**config.mk**
```make
export PLATFORM = sky130hd
export DESIGN_NAME = if_fetch
export DESIGN_NICKNAME = d
export VERILOG_FILES = /design/src/rtl/if_fetch_pkg.sv /design/src/rtl/if_inst_buf.sv /design/src/rtl/if_fetch.sv
export SDC_FILE = /design/constraint.sdc
export NUM_CORES = 1
export LEC_CHECK = 0
export ABC_AREA = 1
export BUFFER_PORTS_ARGS = -buffer_cell sky130_fd_sc_hd__buf_2
export CAP_MARGIN = 0
export CORE_MARGIN = 8
export CORE_UTILIZATION = 35
export DETAILED_ROUTE_END_ITERATION = 16
export GPL_TIMING_DRIVEN = 0
export PLACE_DENSITY_LB_ADDON = 0.1
export SYNTH_ARGS = -nofsm -noshare
export SYNTH_HDL_FRONTEND = slang
export SYNTH_HIERARCHICAL = 1
export SYNTH_SLANG_ARGS = --single-unit
export TNS_END_PERCENT = 5
```
**constraint.sdc**
```tcl
create_clock -name clk -period 4.4 [get_ports clk]
set_clock_uncertainty 0.2 [all_clocks]
set_input_delay 0.88 -clock clk [delete_from_list [all_inputs] [get_ports clk]]
set_output_delay 0.88 -clock clk [all_outputs]
set_load 0.02 [all_outputs]
```
**src/rtl/if_fetch_pkg.sv**
```systemverilog
// if_fetch_pkg: shared types and constants for the instruction-fetch stage.
// Rev 1.0
`default_nettype none

package if_fetch_pkg;

  localparam int          INST_W   = 32;
  localparam logic [31:0] INST_NOP = 32'h0000_0013;

  typedef enum logic [1:0] {
    S_REQ  = 2'd0,
    S_WAIT = 2'd1,
    S_DROP = 2'd2,
    S_HOLD = 2'd3
  } if_state_e;

endpackage

`default_nettype wire

```
**src/rtl/if_inst_buf.sv**
```systemverilog
// if_inst_buf: one-entry {pc,inst} holding buffer used while IF/ID is stalled.
// Rev 1.0
`default_nettype none

module if_inst_buf
  import if_fetch_pkg::*;
#(
  parameter int ADDR_W = 64
) (
  input  logic              clk,
  input  logic              rst_n,
  input  logic              load,
  input  logic              clear,
  input  logic [ADDR_W-1:0] load_pc,
  input  logic [INST_W-1:0] load_inst,
  output logic              valid,
  output logic [ADDR_W-1:0] pc,
  output logic [INST_W-1:0] inst
);

  // clear wins so a redirect can never leave a stale entry behind
  always_ff @(posedge clk or negedge rst_n) begin
    if (!rst_n) begin
      valid <= 1'b0;
      pc    <= '0;
      inst  <= INST_NOP;
    end else if (clear) begin
      valid <= 1'b0;
    end else if (load) begin
      valid <= 1'b1;
      pc    <= load_pc;
      inst  <= load_inst;
    end
  end

endmodule

`default_nettype wire

```
**src/rtl/if_fetch.sv**
```systemverilog
// if_fetch: PC owner, single-outstanding imem fetch FSM and IF/ID pipeline register.
// Rev 1.0
`default_nettype none

module if_fetch
  import if_fetch_pkg::*;
#(
  parameter logic [63:0] RESET_PC = 64'h8000_0000,
  parameter int          ADDR_W   = 64
) (
  input  logic              clk,
  input  logic              rst_n,
  output logic              imem_req_valid,
  input  logic              imem_req_ready,
  output logic [ADDR_W-1:0] imem_req_addr,
  input  logic              imem_rsp_valid,
  input  logic [INST_W-1:0] imem_rsp_data,
  input  logic              redirect_en,
  input  logic [ADDR_W-1:0] redirect_pc,
  input  logic              id_stall,
  output logic              if_valid,
  output logic [ADDR_W-1:0] if_pc,
  output logic [INST_W-1:0] if_inst
);

  if_state_e         state;
  logic [ADDR_W-1:0] pc;

  logic              ifid_free;
  logic              rsp_take;
  logic              hold_release;
  logic              buf_load;
  logic              buf_clear;
  logic              buf_valid;
  logic [ADDR_W-1:0] buf_pc;
  logic [INST_W-1:0] buf_inst;

  // gated by rst_n so no request is visible while reset is asserted
  assign imem_req_valid = rst_n && (state == S_REQ);
  assign imem_req_addr  = pc;

  assign ifid_free    = !if_valid || !id_stall;
  assign rsp_take     = (state == S_WAIT) && imem_rsp_valid && !redirect_en;
  assign hold_release = (state == S_HOLD) && buf_valid && !id_stall && !redirect_en;
  assign buf_load     = rsp_take && !ifid_free;
  assign buf_clear    = (state == S_HOLD) && (redirect_en || !id_stall);

  if_inst_buf #(
    .ADDR_W (ADDR_W)
  ) u_buf (
    .clk       (clk),
    .rst_n     (rst_n),
    .load      (buf_load),
    .clear     (buf_clear),
    .load_pc   (pc),
    .load_inst (imem_rsp_data),
    .valid     (buf_valid),
    .pc        (buf_pc),
    .inst      (buf_inst)
  );

  always_ff @(posedge clk or negedge rst_n) begin
    if (!rst_n) begin
      state    <= S_REQ;
      pc       <= RESET_PC[ADDR_W-1:0];
      if_valid <= 1'b0;
      if_pc    <= '0;
      if_inst  <= INST_NOP;
    end else begin
      if (redirect_en) begin
        pc <= redirect_pc;
      end else if (rsp_take) begin
        pc <= pc + ADDR_W'(4);
      end

      // redirect flushes IF/ID but keeps if_pc/if_inst as they were
      if (redirect_en) begin
        if_valid <= 1'b0;
      end else if (rsp_take && ifid_free) begin
        if_valid <= 1'b1;
        if_pc    <= pc;
        if_inst  <= imem_rsp_data;
      end else if (hold_release) begin
        if_valid <= 1'b1;
        if_pc    <= buf_pc;
        if_inst  <= buf_inst;
      end else if (!id_stall) begin
        if_valid <= 1'b0;
      end

      unique case (state)
        S_REQ: begin
          if (!redirect_en && imem_req_ready) state <= S_WAIT;
        end
        S_WAIT: begin
          if (redirect_en) begin
            state <= imem_rsp_valid ? S_REQ : S_DROP;
          end else if (imem_rsp_valid) begin
            state <= ifid_free ? S_REQ : S_HOLD;
          end
        end
        S_DROP: begin
          if (imem_rsp_valid) state <= S_REQ;
        end
        S_HOLD: begin
          if (redirect_en || !id_stall) state <= S_REQ;
        end
        default: state <= S_REQ;
      endcase
    end
  end

endmodule

`default_nettype wire

```
# Word level (Yosys, flattened, before mapping)
# Index checks and enable logic that the tools add are counted.
[op_classes] muxes=20 eq_ne=8 add_sub_neg=1 n_reduce_logical=23 bitwise=2
[op_table] op="$mux W64" n=4
[op_table] op="$add A64 B3 Y64 const B" n=1
[op_table] op="$mux W32" n=2
[op_table] op="$mux W2" n=7
[op_table] op="$logic_and A1 B1 Y1" n=10
[op_table] op="$pmux W2 S4" n=1
[op_table] op="$mux W1" n=6
[op_table] op="$reduce_bool A2 Y1" n=3
[op_table] op="$eq A2 B2 Y1 const B" n=2
[op_table] op="$logic_not A1 Y1" n=4
[op_table] op="$ne A2 B1 Y1 const B" n=2
[op_table] op="$ne A4 B2 Y1 const B" n=1
[op_table] op="$reduce_and A2 Y1" n=2
[op_table] op="$reduce_and A4 Y1" n=1
[op_table] op="$ne A3 B3 Y1 const B" n=1
[op_table] op="$eq A2 B1 Y1 const B" n=1
[op_table] op="$logic_not A2 Y1" n=1
[op_table] op="$logic_or A1 B1 Y1" n=2
[op_table] op="$ne A2 B2 Y1 const B" n=1
[op_table] op="$not A1 Y1" n=2
[totals] in_bits=102 word_cells=62 out_inout_bits=162 register_bits=260

# Depth between registers and ports, before layout
# Gate-level depths: netlist of the first run.
[logic_depth] depth_word=7 mapped_depth=12 ltp_nobuf=12

# Hierarchy
# The synthesis of the first run kept the hierarchy.
[by_module_without_submodules] module="if_fetch" area_each_um2=9396.5 cells_per_inst=1354 n_inst=1
[by_module_without_submodules] module="if_inst_buf" area_each_um2=3854.9 cells_per_inst=420 n_inst=1

# Worst setup path before layout of the first run
# Ideal clock, no wire load.
[synth_timing] path_kind="input-to-reg" start="input port redirect_en" end="register u_buf.pc[38]" t_required_ns=4.083 path_slack_ns=1.800 path_buffers=5 arrival_ns=2.283 stages=10 cell_sequence="buf_2 > clkinv_1 > buf_2 > buf_1 > a21oi_1 > inv_2 > buf_2 > buf_6 > nand3_1 > nand2_1"
[synth_between] elab_chain_cells=4 word_cells_on_any_way=7
[synth_lines] item="start: declaration" line_no="if_fetch.sv:18" rtl="input logic redirect_en,"
[synth_lines] item="$logic_or A1 B1 Y1" line_no="if_fetch.sv:46" rtl="assign buf_clear = (state == S_HOLD) && (redirect_en || !id_stall);"
[synth_lines] item="$logic_and A1 B1 Y1" line_no="if_fetch.sv:46"
[synth_lines] item="via buf_clear" line_no="if_fetch.sv:33" rtl="logic buf_clear;"
[synth_lines] item="$not A1 Y1 (no source line)"
[synth_lines] item="$reduce_and A2 Y1 (no source line)"
[synth_lines] item="end signal: assignment" line_no="if_inst_buf.sv:31" rtl="pc <= load_pc;"
[synth_lines] item="end: declaration" line_no="if_inst_buf.sv:17" rtl="output logic [ADDR_W-1:0] pc,"
# The timed path passes the listed nets, and every way through them passes these cells.
# A chain may end at the register's enable or synchronous reset.

# Final worst setup path of the first run
[layout_timing] start="input port rst_n" end="output port imem_req_valid"
[layout_between] elab_chain_cells=1
[layout_lines] item="start: declaration" line_no="if_fetch.sv:12" rtl="input logic rst_n,"
[layout_lines] item="$logic_and A1 B1 Y1" line_no="if_fetch.sv:39" rtl="assign imem_req_valid = rst_n && (state == S_REQ);"
[layout_lines] item="end: declaration" line_no="if_fetch.sv:13" rtl="output logic imem_req_valid,"
# No other way between the ends.

==> metrics, run 1 <==
status finished clean; worst slack after detailed placement roughly 0.56 ns; routability cong. 0.9290; number of global-route vias before repair between 10000 and 15000; site row count between 70 and 80; Worst-Margin Slew about 0.97 ns; fraction of met2 tracks used by global routing 38.90%; top_reg_cell synth sky130_fd_sc_hd__dfrtp_1; number of pins exceeding their max-slew limit in the final report 0; Clock Pin Slew Worst Setup and Hold Paths around 0.060 ns; HPWL Detailed between 40 and 50 mm; met3 usage in global routing approximately 4.2%; mean area per synthesized cell between 7 and 8 um^2; final worst setup slack about 0.65 ns; relative area change from synthesis to final layout 23.30%; detailed-route vias per instance approximately 5.0; cell at the root of the clock tree sky130_fd_sc_hd__clkbuf_16; GRT met1 Usage a little under a third; post-detailed-route wirelength per cell 20.30 um; Routed Wire Length between 50 and 60 mm; nature of the critical path startpoint input pin; die outline area approximately 44000 um^2; setup repair after global routing missed its margin no; Syn Std Cell Area 13250 um^2; share of synthesized area occupied by flip-flops and latches around 49%; number of enable flip-flop cells after synthesis 0; power per cell area ~600 nW/um^2; die width roughly 210 um; antenna diode count 0; worst hold path depth 2; class of the worst hold path reg -> reg; clock sink total 260; maximum buffer depth of the clock tree 3; via total after detailed routing 13030; most congested layer reported by global routing met2; Die Span Y around 210 um; synthesized netlist cell count roughly 1800; period utilization between 80% and 90%; data arrival time of the worst path around 2.7 ns; GR Util All Layers roughly 23%; CTS H-tree lvls 1; flip-flop and latch count after synthesis 260; top-area cell type share of the netlist area between 40% and 50%; worst slew margin relative to its limit a little over a third; required time of the critical path about 3.3 ns; Critical Path End Type output port; reg2reg path depth 11; leak pwr a little over 0.008 uW; Setup TNS 0 ns; Pre-Repair DR Iteration Count 5; CP max stage delay between 0.5 and 0.6 ns; core area 37490 um^2; number of I/O port buffers 262; TritonCTS clock tree built; ports placed on the boundary 264; YS warnings 6; list of cells traversed by the critical path dlygate4sd3_1 -> buf_8 -> buf_16 -> inv_1 -> nor2_1 -> buf_2; Post-synth ARST share 100.0%; shortest clock period the worst path allows after layout between 3 and 4 ns; category of the critical setup timing path in -> out; smallest hold slack between 0.2 and 0.3 ns; count of cell types in the netlist 37; overall overflow remaining after global route 0; cell type contributing the most total cell area after synthesis sky130_fd_sc_hd__dfrtp_1; largest cells by area after synthesis sky130_fd_sc_hd__dfrtp_1 (48%), sky130_fd_sc_hd__nand2_1 (18%), sky130_fd_sc_hd__nand3_1 (6.4%), sky130_fd_sc_hd__nor2_1 (5.8%), sky130_fd_sc_hd__inv_1 (4.1%); clock insertion delay at the later pin of the skew report around 0.58 ns; antenna violations before repair 1; Achievable Freq 0.2665 GHz; share of post-route cells with drive strength above 1 between 10% and 20%; Initial Util a little over a third; final setup violating endpoints 0; largest net degree at the start of global routing 110; Slowest cell on crit path sky130_fd_sc_hd__dlygate4sd3_1; first-pass GRT wire length 79.64 mm; Detailed Route Iter0 Violations 914; highest ir drop seen on vdd roughly 0.00033 V; Crit Path Max Fanout ~110; cts bufs inserted 30; count of unresolved DRC violations after routing 0; post-route antenna net violation count 0; Layout Nets roughly 2200; max-cap violation count 0; Synthesized Nets between 1500 and 2000; total count of hold-check failures in the final report 0
Yosys cell counts, types with 2 or more instances:
cell type	count
sky130_fd_sc_hd__nor2_1	205
sky130_fd_sc_hd__nand2_1	653
sky130_fd_sc_hd__o221ai_1	42
sky130_fd_sc_hd__nand2_2	4
sky130_fd_sc_hd__dfstp_2	7
sky130_fd_sc_hd__dfrtp_1	253
sky130_fd_sc_hd__buf_4	10
sky130_fd_sc_hd__nand3_1	170
sky130_fd_sc_hd__nand4_1	7
sky130_fd_sc_hd__o211ai_1	42
sky130_fd_sc_hd__o22ai_1	4
sky130_fd_sc_hd__a21oi_1	12
sky130_fd_sc_hd__o21ai_1	30
sky130_fd_sc_hd__o21bai_1	3
sky130_fd_sc_hd__inv_1	145
sky130_fd_sc_hd__o21ai_0	79
sky130_fd_sc_hd__buf_1	4
sky130_fd_sc_hd__clkbuf_1	16
sky130_fd_sc_hd__buf_6	8
sky130_fd_sc_hd__xor2_1	3
sky130_fd_sc_hd__inv_2	5
sky130_fd_sc_hd__nor3_1	2
sky130_fd_sc_hd__nand3b_1	6
sky130_fd_sc_hd__buf_2	48
sky130_fd_sc_hd__nor2_2	4
state kept, by name, summed over array words and instances (netlist names):
register / count
if_inst: 32
if_pc: 64
if_valid: 1
imem_req_addr: 64
state: 2
u_buf/inst: 32
u_buf/pc: 64
u_buf/valid: 1
critical path: cells and delay by family:
kind / cells / cell delay (ns)
AND/OR/NAND/NOR: 1 / 0.11
buffers and inverters: 5 / 1.58
through the flow:
step / utilization (%) / total power, uW / instance area, um^2 / std cells
finish: 43.59 / 9915 / 16340 / 2606
floorplan: - / 5914 / 13250 / 1774
global route: 43.59 / 10560 / 16340 / 2606
detailed placement: 40.72 / 7313 / 15270 / 2549
global placement: 40.55 / 7263 / 15200 / 2547
CTS: 43.59 / 10030 / 16340 / 2606
kinds of logic (layout without fill, tap and decap cells):
kind of cell | after synthesis | in the layout | share of synthesized area (%)
AOI/OAI and AO/OA | 217 | 217 | 10.38
buffers and inverters | 238 | 559 | 7.950
DFF | 260 | 260 | 49.16
adders and majority gates | 1 | 1 | 0.09440
and+or+nand+nor | 1055 | 1055 | 32.22
xor gates and xnor gates | 3 | 3 | 0.1983
report_power, final:
| part | internal, uW | switching, uW | leakage [uW] |
|---|---|---|---|
| clock | 1620 | 1050 | 0.000526 |
| combinational | 1070 | 2190 | 0.00435 |
| sequential | 3290 | 695 | 0.00336 |
| total | 5980 | 3930 | 0.00823 |
worst paths after layout:
kind                               start        endpoint  slack, ns
max                                rst_n  imem_req_valid       0.65
min                        u_buf/inst[1]   u_buf/inst[1]       0.26
max reg2reg                     state[1]    u_buf/pc[54]       1.72
min reg2reg                u_buf/inst[1]   u_buf/inst[1]       0.26
max in group asynchronous          rst_n    u_buf/pc[48]       2.49
min in group asynchronous          rst_n     if_inst[26]       0.60
area by class of cell:
class	instances	area [um^2]
Clock buffer	44	883.3
Inverter	152	573.1
Tap cell	511	639.4
Sequential cell	260	6515
Timing Repair Buffer	265	1386
Buffer	86	480.5
Clock inverter	12	178.9
Fill cell	3991	21150
Multi-Input combinational cell	1276	5683
layout by cell type, fill, tap and decap left out, types with 3 or more instances in the layout:
master	synthesis	final
sky130_fd_sc_hd__a21oi_1	12	12
sky130_fd_sc_hd__buf_1	4	4
sky130_fd_sc_hd__buf_2	48	309
sky130_fd_sc_hd__buf_4	10	10
sky130_fd_sc_hd__buf_6	8	8
sky130_fd_sc_hd__bufinv_16	0	4
sky130_fd_sc_hd__clkbuf_1	16	22
sky130_fd_sc_hd__clkbuf_16	0	30
sky130_fd_sc_hd__clkbuf_8	0	8
sky130_fd_sc_hd__clkinv_2	0	5
sky130_fd_sc_hd__dfrtp_1	253	253
sky130_fd_sc_hd__dfstp_2	7	7
sky130_fd_sc_hd__inv_1	145	145
sky130_fd_sc_hd__inv_2	5	5
sky130_fd_sc_hd__nand2_1	653	653
sky130_fd_sc_hd__nand2_2	4	4
sky130_fd_sc_hd__nand3_1	170	170
sky130_fd_sc_hd__nand3b_1	6	6
sky130_fd_sc_hd__nand4_1	7	7
sky130_fd_sc_hd__nor2_1	205	205
sky130_fd_sc_hd__nor2_2	4	4
sky130_fd_sc_hd__o211ai_1	42	42
sky130_fd_sc_hd__o21ai_0	79	79
sky130_fd_sc_hd__o21ai_1	30	30
sky130_fd_sc_hd__o21bai_1	3	3
sky130_fd_sc_hd__o221ai_1	42	42
sky130_fd_sc_hd__o22ai_1	4	4
sky130_fd_sc_hd__xor2_1	3	3
metal layers:
metal  share of wire (%)  up-vias  wire length [um]
met5               0.015        -                 8
met2                  47      408             24930
met3                 5.3       84              2821
met4                 3.0        2              1584
li1                    -     6332                 -
met1                  45     6206             23540
repair_timing:
action	in CTS	in global routing
hold endpoints to repair	42	0
hold buffers	1	0
gates resized for setup	0	0
setup buffers	0	0
Power figures use the tool's default switching activity.
==> run 2: changes to the inputs <==
--- a/config.mk
+++ b/config.mk
@@ -8,8 +8,9 @@
 export ABC_AREA = 1
 export BUFFER_PORTS_ARGS = -buffer_cell sky130_fd_sc_hd__buf_2
 export CAP_MARGIN = 0
+export CORE_ASPECT_RATIO = 1.4
 export CORE_MARGIN = 8
-export CORE_UTILIZATION = 35
+export CORE_UTILIZATION = 60
 export DETAILED_ROUTE_END_ITERATION = 16
 export GPL_TIMING_DRIVEN = 0
 export PLACE_DENSITY_LB_ADDON = 0.1
==> run 2 against run 1 <==
Effect of this change:
- first-iteration DRC count grew 38%
- non-clock buffer count is 1 lower
- critical path depth is 1 lower
- design area shrank 3.2%
- combinational power hardly changed
- clock-buffer cell count down 13
- clock power fell by 19%
- critical path type unchanged
==> metrics, run 2 (same netlist as run 1, synthesis figures left out) <==
status finished clean; number of pins exceeding their max-slew limit in the final report 0; largest net degree at the start of global routing between 100 and 150; cell at the root of the clock tree sky130_fd_sc_hd__clkbuf_16; reg2reg path depth 12; required time of the critical path around 3.3 ns; TritonCTS clock tree built; Pre-Repair DR Iteration Count 6; setup repair after global routing missed its margin no; number of global-route vias before repair roughly 14000; worst reg-to-reg setup slack between 1.5 and 2 ns; capturing element of the worst setup path imem_req_valid; category of the critical setup timing path in -> out; hold bufs inserted after CTS 0; area of combinational cells with multiple inputs around 5700 um^2; Setup TNS 0 ns; number of fill cells 1728; shortest clock period the worst path allows after layout roughly 3.2 ns; Detailed Route Iter0 Violations roughly 1300; Util after Layout around 73%; via total after detailed routing 13700; ports placed on the boundary 264; Crit Path Max Fanout 96; highest ir drop seen on vdd about 0.00038 V; data arrival time of the worst path ~2.1 ns; capture instance of the worst register-to-register path u_buf/pc[35]; share of post-route cells with drive strength above 1 a little under a fifth; nature of the critical path startpoint input pin; core area 21780 um^2; first-pass GRT wire length 74.59 mm; area occupied by registers about 6500 um^2; Routed Wire Length 48.41 mm; Layout Nets roughly 2200; launch point of the worst path rst_n; GR Util All Layers between 30% and 40%; die outline area roughly 27000 um^2; HPWL Detailed approximately 37 mm; number of I/O port buffers approximately 260; postcts setup bufs 0; Achievable Freq ~0.32 GHz; number of resized instances in the post-cts repair step 0; total power of the final layout 9431 uW; Initial Util between 60% and 70%; relative area change from synthesis to final layout 19.34%; Placed Area 15000 um^2; clock sink total 260; Die Span Y ~190 um; most common cell after layout, fill and taps aside sky130_fd_sc_hd__nand2_1; worst reg2reg path startpoint state[1]; CTS H-tree lvls 1; clock insertion delay at the later pin of the skew report between 0.5 and 0.6 ns; smallest hold slack 0.08878 ns; class of the worst hold path in -> async; overall overflow remaining after global route 0; antenna violations before repair 1; Worst-Margin Slew about 0.88 ns; post-route antenna net violation count 0; power per cell area between 500 and 600 nW/um^2; commonest non-fill, non-tap cells in the layout sky130_fd_sc_hd__nand2_1 (653), sky130_fd_sc_hd__buf_2 (309), sky130_fd_sc_hd__dfrtp_1 (253); site row count 64; routability cong. approximately 1; Clock Pin Slew Worst Setup and Hold Paths about 0.060 ns; maximum buffer depth of the clock tree 3; post-detailed-route wirelength per cell ~20 um; total count of hold-check failures in the final report 0; cts bufs inserted 25; die width between 100 and 150 um; detailed-route vias per instance between 5 and 6; final non-filler cell area about 16000 um^2; Critical Path End Type output port; period utilization a little under three quarters; count of unresolved DRC violations after routing 0; leak pwr slightly above 0.008 uW; max-cap violation count 0; final setup violating endpoints 0; worst slew margin relative to its limit around 41%
## run 2: worst min-delay path by stage
stage                endpoint  slack [ns]           start  depth (start not counted)
6_report          if_inst[28]        0.09           rst_n                          1
3_5_place_dp   u_buf/inst[21]        0.25  u_buf/inst[21]                          2
5_1_grt           if_inst[28]        0.12           rst_n                          1
3_3_place_gp   u_buf/inst[17]        0.25  u_buf/inst[17]                          2
4_1_cts           if_inst[28]         0.1           rst_n                          1
2_1_floorplan  u_buf/inst[10]        0.24  u_buf/inst[10]                          2
## run 2: power breakdown
group          internal (uW)  switching [uW]  total [uW]
clock network           1210             953        2170
registers               3290             701        3990
logic                   1070            2200        3270
## run 2: area by class of cell
class | instances | share of cell area (%)
plain buffers | 86 | 3.038
diodes | 3 | 0.04747
multi-input cells | 1276 | 35.94
clock buffers | 31 | 4.288
inverters | 152 | 3.624
clock inverters | 14 | 0.8149
repair buffers | 264 | 8.703
well taps | 297 | 2.350
flip-flops and latches | 260 | 41.20
## run 2: critical path, stage by stage
cell	delay, ns
sky130_fd_sc_hd__buf_8	0.36
sky130_fd_sc_hd__buf_16	0.43
sky130_fd_sc_hd__inv_1	0.08
sky130_fd_sc_hd__nor2_1	0.11
sky130_fd_sc_hd__buf_2	0.17
## run 2: metrics by stage
step / cells / setup slack (ns)
after global placement: 2333 / -2.425
after detailed placement: 2335 / 0.8738
after floorplan: 1774 / 1.800
after global routing: 2381 / 0.9815
final: 2383 / 1.234
after CTS: 2380 / 1.172
## run 2: routing by layer
layer / GRT usage, % / wire [um] / share of wire, % / up-vias
met5: 0 / 0 / 0 / -
met4: 24.08 / 3554 / 7.3 / 0
met3: 5.672 / 3716 / 7.7 / 184
met2: 61.62 / 23890 / 49 / 740
met1: 39.32 / 17240 / 36 / 6468
li1: - / - / - / 6307
==> run 3: changes to the inputs <==
--- a/config.mk
+++ b/config.mk
@@ -10,7 +10,7 @@
 export CAP_MARGIN = 0
 export CORE_ASPECT_RATIO = 1.4
 export CORE_MARGIN = 8
-export CORE_UTILIZATION = 60
+export CORE_UTILIZATION = 50
 export DETAILED_ROUTE_END_ITERATION = 16
 export GPL_TIMING_DRIVEN = 0
 export PLACE_DENSITY_LB_ADDON = 0.1
==> constraint.sdc (replaced) <==
create_clock -name clk -period 2.7 [get_ports clk]
set_clock_uncertainty 0.2 [all_clocks]
set_input_delay 0.54 -clock clk [delete_from_list [all_inputs] [get_ports clk]]
set_output_delay 0.54 -clock clk [all_outputs]
set_load 0.02 [all_outputs]
==> run 3 against run 2 <==
Effect of this change:
- design area up 0.51%
- largest cell class unchanged
- critical path type is now reg -> reg
- wire length up 1.4%
- register-to-register slack worse by 1.6 ns
- the flow now finishes with violations (hold timing)
==> metrics, run 3 (same netlist as run 1, synthesis figures left out) <==
share of post-route cells with drive strength above 1 between 10% and 20%; power per cell area between 900 and 1000 nW/um^2; clock insertion delay at the later pin of the skew report around 0.54 ns; CP max stage delay between 0.6 and 0.7 ns; cell at the root of the clock tree sky130_fd_sc_hd__clkbuf_16; final setup violating endpoints 0; class of the worst hold path in -> async; category of the critical setup timing path reg -> reg; required time of the critical path approximately 2.9 ns; capture instance of the worst register-to-register path imem_req_addr[42]; category of cells accounting for the largest share of critical-path delay simple AND/OR/NAND/NOR gates; via total after detailed routing 13170; buffers plus inverters on the worst setup path 0; combinational power share between 30% and 40%; count of unresolved DRC violations after routing 0; die outline area about 32000 um^2; shortest clock period the worst path allows after layout ~2.5 ns; commonest non-fill, non-tap cells in the layout sky130_fd_sc_hd__nand2_1 (653), sky130_fd_sc_hd__buf_2 (309), sky130_fd_sc_hd__dfrtp_1 (253); HPWL Detailed about 38 mm; CTS H-tree lvls 1; Routed Wire Length 49.08 mm; list of cells traversed by the critical path nand2_1 -> nor2_1 -> nand2_1 -> nor2_1 -> nand2_1 -> o21ai_0 -> nand3_1 -> nand2_1 -> nand2_1; post-detailed-route wirelength per cell roughly 20 um; switching share of power roughly 40%; area of combinational cells with multiple inputs 5693 um^2; area occupied by registers 6515 um^2; Pre-Repair DR Iteration Count 5; max-cap violation count 0; worst reg2reg path startpoint imem_req_addr[19]; stages on the worst setup path 9; setup repair after global routing missed its margin no; relative contribution of sequential cells to total power a little over two fifths; most common cell after layout, fill and taps aside sky130_fd_sc_hd__nand2_1; Slowest cell on crit path sky130_fd_sc_hd__dfrtp_1; capturing element of the worst setup path imem_req_addr[42]; site row count 70; clock sink total 260; number of I/O port buffers 262; first-pass GRT wire length 77.20 mm; period utilization between 90% and 100%; detailed-route vias per instance 5.465; Clock Pin Slew Worst Setup and Hold Paths around 0.06 ns; ports placed on the boundary around 260; number of pins exceeding their max-slew limit in the final report 0; total net switching power roughly 6200 uW; status finished with violations; launch point of the worst path imem_req_addr[19]; Worst-Margin Slew about 0.85 ns; Critical Path End Type register; reg2reg path depth 9; routability cong. between 1 and 1.5; Initial Util between 50 and 60%; violations in the final reports hold timing; Achievable Freq between 0.3 and 0.4 GHz; number of fill cells between 2000 and 2500; overall overflow remaining after global route 0; Util after Layout 60.90%; TritonCTS clock tree built; maximum buffer depth of the clock tree 3; antenna violations before repair 0; cts bufs inserted 27; cell occurring most often along the worst timing path sky130_fd_sc_hd__nand2_1; worst slack after detailed placement -0.5842 ns; postcts setup bufs 0; smallest hold slack -0.2538 ns; data arrival time of the worst path 2.76 ns; total count of hold-check failures in the final report 67; core area ~26000 um^2; GR Util All Layers a little under a third; Layout Nets around 2200; die width around 150 um; highest ir drop seen on vdd 0.0006559 V; Crit Path Max Fanout 7; Die Span Y roughly 210 um; relative area change from synthesis to final layout 19.95%; largest net degree at the start of global routing between 100 and 150; final worst setup slack 0.1652 ns; worst slew margin relative to its limit 43.15%; nature of the critical path startpoint register; Int Power ~9200 uW; leak pwr about 0.0081 uW; share of power burned in the clock network 23.7%; number of global-route vias before repair between 10000 and 15000; post-route antenna net violation count 0; worst reg-to-reg setup slack about 0.17 ns; Detailed Route Iter0 Violations between 900 and 1000
[run 3: cell types whose count changed in the layout (fill, tap and decap cells not counted)]
cell                        previous run  this run
sky130_fd_sc_hd__clkbuf_8              3         8
sky130_fd_sc_hd__clkinv_2              9         4
sky130_fd_sc_hd__nor2_1              205       201
sky130_fd_sc_hd__nor2_2                4         8
sky130_fd_sc_hd__bufinv_16             2         0
sky130_fd_sc_hd__clkbuf_1             19        21
sky130_fd_sc_hd__clkbuf_16            25        27
sky130_fd_sc_hd__buf_1                 4         3
sky130_fd_sc_hd__clkinv_4              1         0
sky130_fd_sc_hd__diode_2               3         2
sky130_fd_sc_hd__inv_8                 0         1
[run 3: worst reg2reg max path: cells and delay by family (launching register included)]
kind / cells / cell delay (ns)
simple gates: 8 / 1.27
compound gates: 1 / 0.29
flops: 1 / 0.66
[run 3: final cells by class]
| type | instances | area share, % |
|---|---|---|
| Clock inverter | 7 | 0.2912 |
| Sequential cell | 260 | 40.99 |
| Tap cell | 324 | 2.550 |
| Timing Repair Buffer | 264 | 8.659 |
| Antenna cell | 2 | 0.03149 |
| Clock buffer | 41 | 5.085 |
| Buffer | 84 | 2.975 |
| Inverter | 152 | 3.605 |
| Multi-Input combinational cell | 1276 | 35.82 |
[run 3: layer usage]
| metal | GRT usage (%) | wire length, um | up-vias |
|---|---|---|---|
| met5 | 0 | 0 | - |
| met4 | 14.47 | 2572 | 0 |
| met3 | 4.895 | 3080 | 123 |
| met2 | 55.08 | 24910 | 505 |
| met1 | 34.58 | 18530 | 6240 |
| li1 | - | - | 6303 |
[run 3: power by group through the flow]
| stage | clock network, uW | registers, uW | logic [uW] |
|---|---|---|---|
| final | 3640 | 6490 | 5260 |
| after global routing | 3810 | 6670 | 5860 |
| after floorplan | 0 | 7310 | 2330 |
| after global placement | 0 | 6480 | 5180 |
| after CTS | 3680 | 6470 | 5320 |
| after detailed placement | 0 | 6520 | 5300 |
[run 3: how the worst min path moves through the flow]
stage	from	endpoint	slack, ns	depth (start not counted)
floorplan	rst_n	if_inst[10]	0.04	0
global placement	u_buf/inst[18]	u_buf/inst[18]	0.25	2
detailed placement	u_buf/inst[4]	u_buf/inst[4]	0.25	2
CTS	rst_n	if_pc[3]	-0.23	1
global route	rst_n	if_inst[25]	-0.21	1
finish	rst_n	if_inst[25]	-0.25	1
[run 3: repair_timing]
action / CTS / global route
gates resized for setup: 1 / 3
hold endpoints to repair: 67 / 67
pin swaps: 0 / 0
endpoints found under the setup margin: 28 / 45
[run 3: stage by stage]
step	total power, uW	setup TNS, ns	hold slack (ns)	cell area (um^2)	cells
after global routing	16340	0	-0.2062	15890	2408
final	15380	0	-0.2538	15900	2410
after floorplan	9638	0	0.04441	13250	1774
after global placement	11660	-1045.39	0.2475	14970	2360
after detailed placement	11810	-39.37	0.2529	15030	2362
after CTS	15460	0	-0.2299	15890	2409
